--- config.mk ---
export PLATFORM = sky130hd
export DESIGN_NAME = t_block_xfer
export DESIGN_NICKNAME = d
export VERILOG_FILES = /design/src/rtl/t_block_xfer.sv
export SDC_FILE = /design/constraint.sdc
export NUM_CORES = 1
export LEC_CHECK = 0
export CAP_MARGIN = 15
export CELL_PAD_IN_SITES_DETAIL_PLACEMENT = 1
export CELL_PAD_IN_SITES_GLOBAL_PLACEMENT = 1
export CORE_AREA = 8 8 171 173
export DETAILED_ROUTE_END_ITERATION = 16
export DIE_AREA = 0 0 179 181
export PLACE_DENSITY_LB_ADDON = 0.12
export SYNTH_ARGS = -nofsm -noshare
export SYNTH_HDL_FRONTEND = slang
export SYNTH_SLANG_ARGS = --single-unit
export TNS_END_PERCENT = 100
--- constraint.sdc ---
create_clock -name clk -period 3.3 [get_ports clk]
set_input_delay 0.66 -clock clk [delete_from_list [all_inputs] [get_ports clk]]
set_output_delay 0.66 -clock clk [all_outputs]
set_load 0.005 [all_outputs]
--- src/rtl/t_block_xfer.sv ---
// rtl/t_block_xfer.sv - T register block-transfer sequencer (036 memory->T, 037 T->memory)
// Loads overlap requests with returns; stores run one word per read/capture/write round.
module t_block_xfer #(
  parameter int WIDTH    = 64,
  parameter int LOGDEPTH = 6,
  parameter int AWIDTH   = 22
) (
  input  logic                clk,
  input  logic                rst,
  input  logic                i_start,
  input  logic                i_dir,
  input  logic [LOGDEPTH-1:0] i_jk,
  input  logic [6:0]          i_count,
  input  logic [AWIDTH-1:0]   i_base,
  output logic                o_busy,
  output logic                o_done,
  output logic                o_mem_req,
  output logic                o_mem_we,
  output logic [AWIDTH-1:0]   o_mem_addr,
  output logic [WIDTH-1:0]    o_mem_wdata,
  input  logic                i_mem_ack,
  input  logic                i_mem_rd_valid,
  input  logic [WIDTH-1:0]    i_mem_rd_data,
  output logic [LOGDEPTH-1:0] o_t_rd_addr,
  input  logic [WIDTH-1:0]    i_t_rd_data,
  output logic                o_t_wr_en,
  output logic [LOGDEPTH-1:0] o_t_wr_addr,
  output logic [WIDTH-1:0]    o_t_wr_data
);

  typedef enum logic [2:0] {
    S_IDLE,
    S_LD,
    S_LD_DRAIN,
    S_ST_RD,
    S_ST_CAP,
    S_ST_WR,
    S_DONE
  } state_t;

  state_t              state_q, state_d;
  logic [LOGDEPTH-1:0] jk_q, jk_d;
  logic [AWIDTH-1:0]   base_q, base_d;
  logic [6:0]          count_q, count_d;
  logic [6:0]          issued_q, issued_d;
  logic [6:0]          returned_q, returned_d;
  logic                t_wr_en_q, t_wr_en_d;
  logic [LOGDEPTH-1:0] t_wr_addr_q, t_wr_addr_d;
  logic [WIDTH-1:0]    t_wr_data_q, t_wr_data_d;
  logic [LOGDEPTH-1:0] t_rd_addr_q, t_rd_addr_d;
  logic [WIDTH-1:0]    mem_wdata_q, mem_wdata_d;

  logic [6:0] sat_count;
  logic       ld_active;

  assign sat_count = (i_count > 7'd64) ? 7'd64 : i_count;
  assign ld_active = (state_q == S_LD) || (state_q == S_LD_DRAIN);

  always_comb begin
    state_d     = state_q;
    jk_d        = jk_q;
    base_d      = base_q;
    count_d     = count_q;
    issued_d    = issued_q;
    returned_d  = returned_q;
    t_wr_en_d   = 1'b0;
    t_wr_addr_d = t_wr_addr_q;
    t_wr_data_d = t_wr_data_q;
    t_rd_addr_d = t_rd_addr_q;
    mem_wdata_d = mem_wdata_q;

    // Returned load data is staged one cycle, then written to T in return order.
    if (ld_active && i_mem_rd_valid && (returned_q != count_q)) begin
      t_wr_en_d   = 1'b1;
      t_wr_addr_d = jk_q + LOGDEPTH'(returned_q);
      t_wr_data_d = i_mem_rd_data;
      returned_d  = returned_q + 7'd1;
    end

    case (state_q)
      S_IDLE: begin
        if (i_start) begin
          jk_d       = i_jk;
          base_d     = i_base;
          count_d    = sat_count;
          issued_d   = 7'd0;
          returned_d = 7'd0;
          if (sat_count == 7'd0) begin
            state_d = S_DONE;
          end else if (!i_dir) begin
            state_d = S_LD;
          end else begin
            state_d     = S_ST_RD;
            t_rd_addr_d = i_jk;
          end
        end
      end
      S_LD: begin
        if (i_mem_ack) begin
          issued_d = issued_q + 7'd1;
          if (issued_d == count_q) state_d = S_LD_DRAIN;
        end
      end
      S_LD_DRAIN: begin
        // The final capture's T write is on the port this cycle.
        if (returned_q == count_q) state_d = S_DONE;
      end
      S_ST_RD: state_d = S_ST_CAP;
      S_ST_CAP: begin
        mem_wdata_d = i_t_rd_data;
        state_d     = S_ST_WR;
      end
      S_ST_WR: begin
        if (i_mem_ack) begin
          issued_d = issued_q + 7'd1;
          if (issued_d == count_q) begin
            state_d = S_DONE;
          end else begin
            state_d     = S_ST_RD;
            t_rd_addr_d = jk_q + LOGDEPTH'(issued_d);
          end
        end
      end
      S_DONE:  state_d = S_IDLE;
      default: state_d = S_IDLE;
    endcase
  end

  always_ff @(posedge clk or negedge rst) begin
    if (!rst) begin
      state_q     <= S_IDLE;
      jk_q        <= '0;
      base_q      <= '0;
      count_q     <= '0;
      issued_q    <= '0;
      returned_q  <= '0;
      t_wr_en_q   <= 1'b0;
      t_wr_addr_q <= '0;
      t_wr_data_q <= '0;
      t_rd_addr_q <= '0;
      mem_wdata_q <= '0;
    end else begin
      state_q     <= state_d;
      jk_q        <= jk_d;
      base_q      <= base_d;
      count_q     <= count_d;
      issued_q    <= issued_d;
      returned_q  <= returned_d;
      t_wr_en_q   <= t_wr_en_d;
      t_wr_addr_q <= t_wr_addr_d;
      t_wr_data_q <= t_wr_data_d;
      t_rd_addr_q <= t_rd_addr_d;
      mem_wdata_q <= mem_wdata_d;
    end
  end

  assign o_busy      = (state_q != S_IDLE);
  assign o_done      = (state_q == S_DONE);
  assign o_mem_req   = (state_q == S_LD) || (state_q == S_ST_WR);
  assign o_mem_we    = (state_q == S_ST_WR);
  assign o_mem_addr  = o_mem_req ? (base_q + AWIDTH'(issued_q)) : '0;
  assign o_mem_wdata = mem_wdata_q;
  assign o_t_rd_addr = t_rd_addr_q;
  assign o_t_wr_en   = t_wr_en_q;
  assign o_t_wr_addr = t_wr_addr_q;
  assign o_t_wr_data = t_wr_data_q;

endmodule

Yosys cells after proc, flatten, opt, wreduce, memory -nomap -nowiden
Cells that the tools add are included.
{"block": "op_classes", "n_mux": 24, "order_cmp": 1, "n_eq_ne": 18, "n_reduce_logical": 14, "n_addsub": 5}
{"cell": "7-bit 2-to-1 mux", "n": 6}
{"cell": "6-bit 2-to-1 mux", "n": 5}
{"cell": "22-bit by 7-bit adder with 22-bit output", "n": 1}
{"cell": "22-bit 2-to-1 mux", "n": 1}
{"cell": "3-bit 2-to-1 mux", "n": 7}
{"cell": "3-bit one-hot mux with 6 select lines", "n": 1}
{"cell": "7-bit by 1-bit adder with 7-bit output (second input constant)", "n": 2}
{"cell": "7-bit equality test", "n": 2}
{"cell": "7-bit one-hot mux with 2 select lines", "n": 1}
{"cell": "6-bit adder", "n": 2}
{"cell": "6-bit one-hot mux with 2 select lines", "n": 1}
{"cell": "2-bit != test (second input constant)", "n": 5}
{"cell": "3-bit equality test (second input constant)", "n": 3}
{"cell": "2-bit by 1-bit != test with 1-bit output (second input constant)", "n": 4}
{"cell": "7-bit > comparator (second input constant)", "n": 1}
{"cell": "7-bit zero test", "n": 1}
{"cell": "7-bit != test", "n": 1}
{"cell": "3-bit by 2-bit equality test with 1-bit output (second input constant)", "n": 2}
{"cell": "6-bit AND reduction", "n": 1}
{"cell": "5-bit AND reduction", "n": 1}
{"cell": "2-bit nonzero test", "n": 2}
{"cell": "3-bit by 1-bit equality test with 1-bit output (second input constant)", "n": 1}
{"cell": "3-bit zero test", "n": 1}
{"cell": "3-bit AND reduction", "n": 1}
{"cell": "other kinds (7)", "n": 9}
{"block": "word_totals", "wordCells": 73, "inputBits": 169, "ff_bits": 193}

Longest topological paths before layout
{"block": "logic_depth", "ltp_word": 7, "mapped_depth": 9, "ltp_nobuf": 9}

Worst setup path before layout
OpenSTA, ideal clock, no wires.
{"block": "synth_path", "path_type": "register to output", "start": "reg issued_q[0]", "end": "out o_mem_addr[6]", "path_buffers": 0, "path_slack_ns": 0.733, "required_ns": 2.640, "arrival_ns": 1.907, "stages_incl_launch_ff": 10, "path_cell_list": "dfrtp_1 ha_1 inv_1 fa_1 nor2b_1 o21a_1 o21ai_2 a21boi_0 nor3_1 nor3b_1"}
{"block": "synth_via", "elab_chain_cells": 2}
{"item": "from (decl)", "line": "45", "source": "logic [6:0] issued_q, issued_d;"}
{"item": "from (signal assigned)", "line": "147", "source": "issued_q <= issued_d;"}
{"item": "22-bit by 7-bit adder with 22-bit output", "line": "161", "source": "assign o_mem_addr = o_mem_req ? (base_q + AWIDTH'(issued_q)) : '0;"}
{"item": "22-bit 2-to-1 mux", "line": "161"}
{"item": "to (decl)", "line": "19", "source": "output logic [AWIDTH-1:0] o_mem_addr,"}
Every way passes these cells.

Worst setup path in the final report
{"block": "layout_path", "start": "reg base_q[0]", "end": "out o_mem_addr[18]"}
{"block": "layout_via", "elab_chain_cells": 2}
{"item": "from (decl)", "line": "43", "source": "logic [AWIDTH-1:0] base_q, base_d;"}
{"item": "from (signal assigned)", "line": "145", "source": "base_q <= base_d;"}
{"item": "22-bit by 7-bit adder with 22-bit output", "line": "161"}
{"item": "22-bit 2-to-1 mux", "line": "161"}
Every way passes these cells.

==> results.md <==
* Status: finished clean
* Register area share after synthesis at 54.4%
* Clk sink count at 193
* Max Cap Viol at 0
* Slew headroom at 56.5%
* Drt via density at 4.75
* Cell Area, Placed at 12,700 sq um
* Clock transition at path regs at 0.08 ns
* Setup repair after global routing missed its margin: true
* Fmax at 313 MHz
* First-pass GRT wire length at 45,800 um
* CP startpoint kind: flip-flop
* Grt ovf at 0
* Max clock buf depth at 2
* Setup crit end kind: output pin
* Internal at 8270 uW
* DR iter-0 viols at 287
* Vias at 6,875
* Post-route minimum period at 3.20 ns
* # fillers at 2,790
* Critical R2R Capture: o_t_rd_addr[5]
* Synthesis-to-finish area growth at 52.6%
* CTS tree: built
* Post-DP HPWL at 22,800 um
* Die area at 32,400 sq um
* Synthesized instance count at 731
* Largest family of logic cells by synthesized area: multiplexers
* Synth warnings at 0
* Sw Pwr at 4260 uW
* Final Power at 12,500 uW
* Comb power frac at 48.8%
* Synthesized area at 8880 sq um
* Clock power frac at 17.4%
* Starting Density at 33.5%
* Power per Cell Area at 925 nW/um^2
* Initial antenna violation count at 2
* DRT Pass-1 Iters at 4
* Tcrit/Tclk final at 96.9%
* Net Sw Frac at 34.0%
* Core area at 26,500 sq um
* Most frequent cells in the layout: clkdlybuf4s50_1 (317), dfrtp_1 (191), mux2_2 (132)
* Max-slew violation count at 0
* Worst skew pair latency at 0.45 ns
* Most used DFF post-synth: dfrtp_1
* CP max FO at 5
* EDFF count, synth at 0
* Most common cell after layout, fill and taps aside: clkdlybuf4s50_1
* Synthesized Nets at 922
* Post-synth ARST share at 100%
* Worst clock skew at 0.0268 ns
* Floorplan row count at 60
* #FFs+latches synth at 193
* Critical Path RT at 2.64 ns
* WL/cell at 20.5 um
* Worst Max-Slew Pin Slew at 0.653 ns
* Largest net degree at the start of global routing at 76
* Reg2Reg Depth at 12
* I/O pins at 336
* Crit path kind: flip-flop to output pin
* GPL Wtd Cong at 0.792
* Hold WC Path Type: input port to async pin
* I/O Buffers at 335
* Final instance area at 13,600 sq um
* Share of post-route cells with drive strength above 1 at 22.7%
* DRC violations left at 0
* Adder and majority gate portion of the synthesized area at 3.35%
* Die X at 179 um
* Pre-CTS WS at 0.144 ns
* Avg Synthesized Cell Area at 12.2 sq um
* H-tree depth at 4
* Crit Reg-Reg Startpoint: issued_q[0]
* GR Util All Layers at 18.4%
* Final setup margin at 0.102 ns
* Chip Height at 181 um
* Xor and xnor area share after synthesis at 5.76%
* Final hold violation count at 0
* Layout Nets at 1,283
* Fraction of synthesized area in multiplexers at 18.1%
* Compound-cell area share of the yosys netlist at 5.35%
* Number of distinct library cells after synthesis at 55
* Number of routed nets with antenna violations at 0
* R2r setup slk at 0.62 ns
* Sequential Power Share at 33.7%
* Leakage Power at 0.00584 uW
* Num CTS Buffers at 17
* Wirelength, routed at 29,600 um
* Cts hold-fix bufs at 0
* CTS Root Cell: clkbuf_16
* Vias in the first global route at 7,645
* Max VDD drop at 0.375 mV
* Smallest hold slack at 0.251 ns
* Setup violators final at 0
* Final Core Density at 51.1%
* CP arrival at 2.54 ns
* Post-synthesis simple-gate area fraction at 10.3%
worst max path at each step:
| stage | startpoint | to | slack [ns] |
|---|---|---|---|
| finish | base_q[0] | o_mem_addr[18] | 0.10 |
| global route | base_q[0] | o_mem_addr[18] | -0.03 |
| CTS | issued_q[0] | o_mem_addr[14] | -0.08 |
| detailed placement | issued_q[0] | o_mem_addr[14] | 0.14 |
| global placement | base_q[0] | o_mem_addr[12] | 0.21 |
| floorplan | issued_q[0] | o_mem_addr[6] | 0.73 |
state kept, by name, indices dropped and copies added, names as in the netlist:
signal	cells
issued_q	7
returned_q	7
count_q	7
o_t_rd_addr	6
state_q	3
o_t_wr_addr	6
o_t_wr_data	64
base_q	22
o_t_wr_en	1
jk_q	6
o_mem_wdata	64
metrics by stage:
stage | setup TNS [ns] | std cells
floorplan | 0 | 731
global placement | 0 | 1400
detailed placement | 0 | 1400
CTS | -0.0766 | 1443
global route | -0.0730 | 1448
finish | 0 | 1448
routing by layer:
layer / global-route usage (%) / wire length [um] / share of wire [%] / up-vias
li1: - / - / - / 3223
met1: 21.5 / 11900 / 40 / 3413
met2: 30.1 / 14400 / 48 / 219
met3: 7.92 / 2950 / 10 / 20
met4: 5.13 / 384 / 1.3 / 0
met5: 0 / 0 / 0 / -
cell families after synthesis:
group	Yosys count
AND/OR/NAND/NOR	198
flip-flops	193
multiplexers	141
AO/OA/AOI/OAI	76
XOR/XNOR	51
buffers and inverters	50
adder cells (fa/ha/maj)	22
synth_stat cells (all sizes together), types with 15 or more instances:
library cell / count / share of area, %
dfrtp: 193 / 54
mux2: 140 / 18
nand2: 107 / 4.5
nor2: 34 / 1.5
o21ai: 32 / 2.0
xnor2: 29 / 3.1
inv: 21 / 0.89
ha: 19 / 2.7
xor2: 19 / 1.9
buf: 18 / 1.4
a21oi: 15 / 0.85
what timing repair did:
item / CTS / global route
gates resized for setup: 52 / 13
endpoints found under the setup margin: 17 / 11
pin swaps: 16 / 17
buffers inserted: 11 / 3
critical path, cell delays in order, from the launching register on:
cell,delay (ns)
dfrtp_1,0.36
ha_2,0.19
inv_2,0.04
fa_2,0.33
nor2b_2,0.13
o21a_1,0.17
o21ai_2,0.08
buf_6,0.14
buf_6,0.13
a211oi_4,0.20
xnor2_1,0.16
nor2_1,0.05
buf_2,0.12
area by class of cell:
cell class | count | area [sq um] | share of cell area (%)
Antenna cell | 2 | 5.00 | 0.0369
Clock buffer | 18 | 439 | 3.24
Clock inverter | 14 | 189 | 1.39
Inverter | 21 | 78.8 | 0.582
Multi-Input combinational cell | 488 | 3930 | 29.0
Sequential cell | 193 | 4830 | 35.7
Tap cell | 341 | 427 | 3.15
Timing Repair Buffer | 371 | 3650 | 26.9
power by group through the flow:
stage,Sequential [uW],Combinational [uW],Clock (uW)
CTS,4240,6230,2260
finish,4230,6120,2190
global route,4390,6680,2360
floorplan,4210,2880,0
global placement,4220,6080,0
detailed placement,4270,6140,0
(Power assumes the default switching activity.)
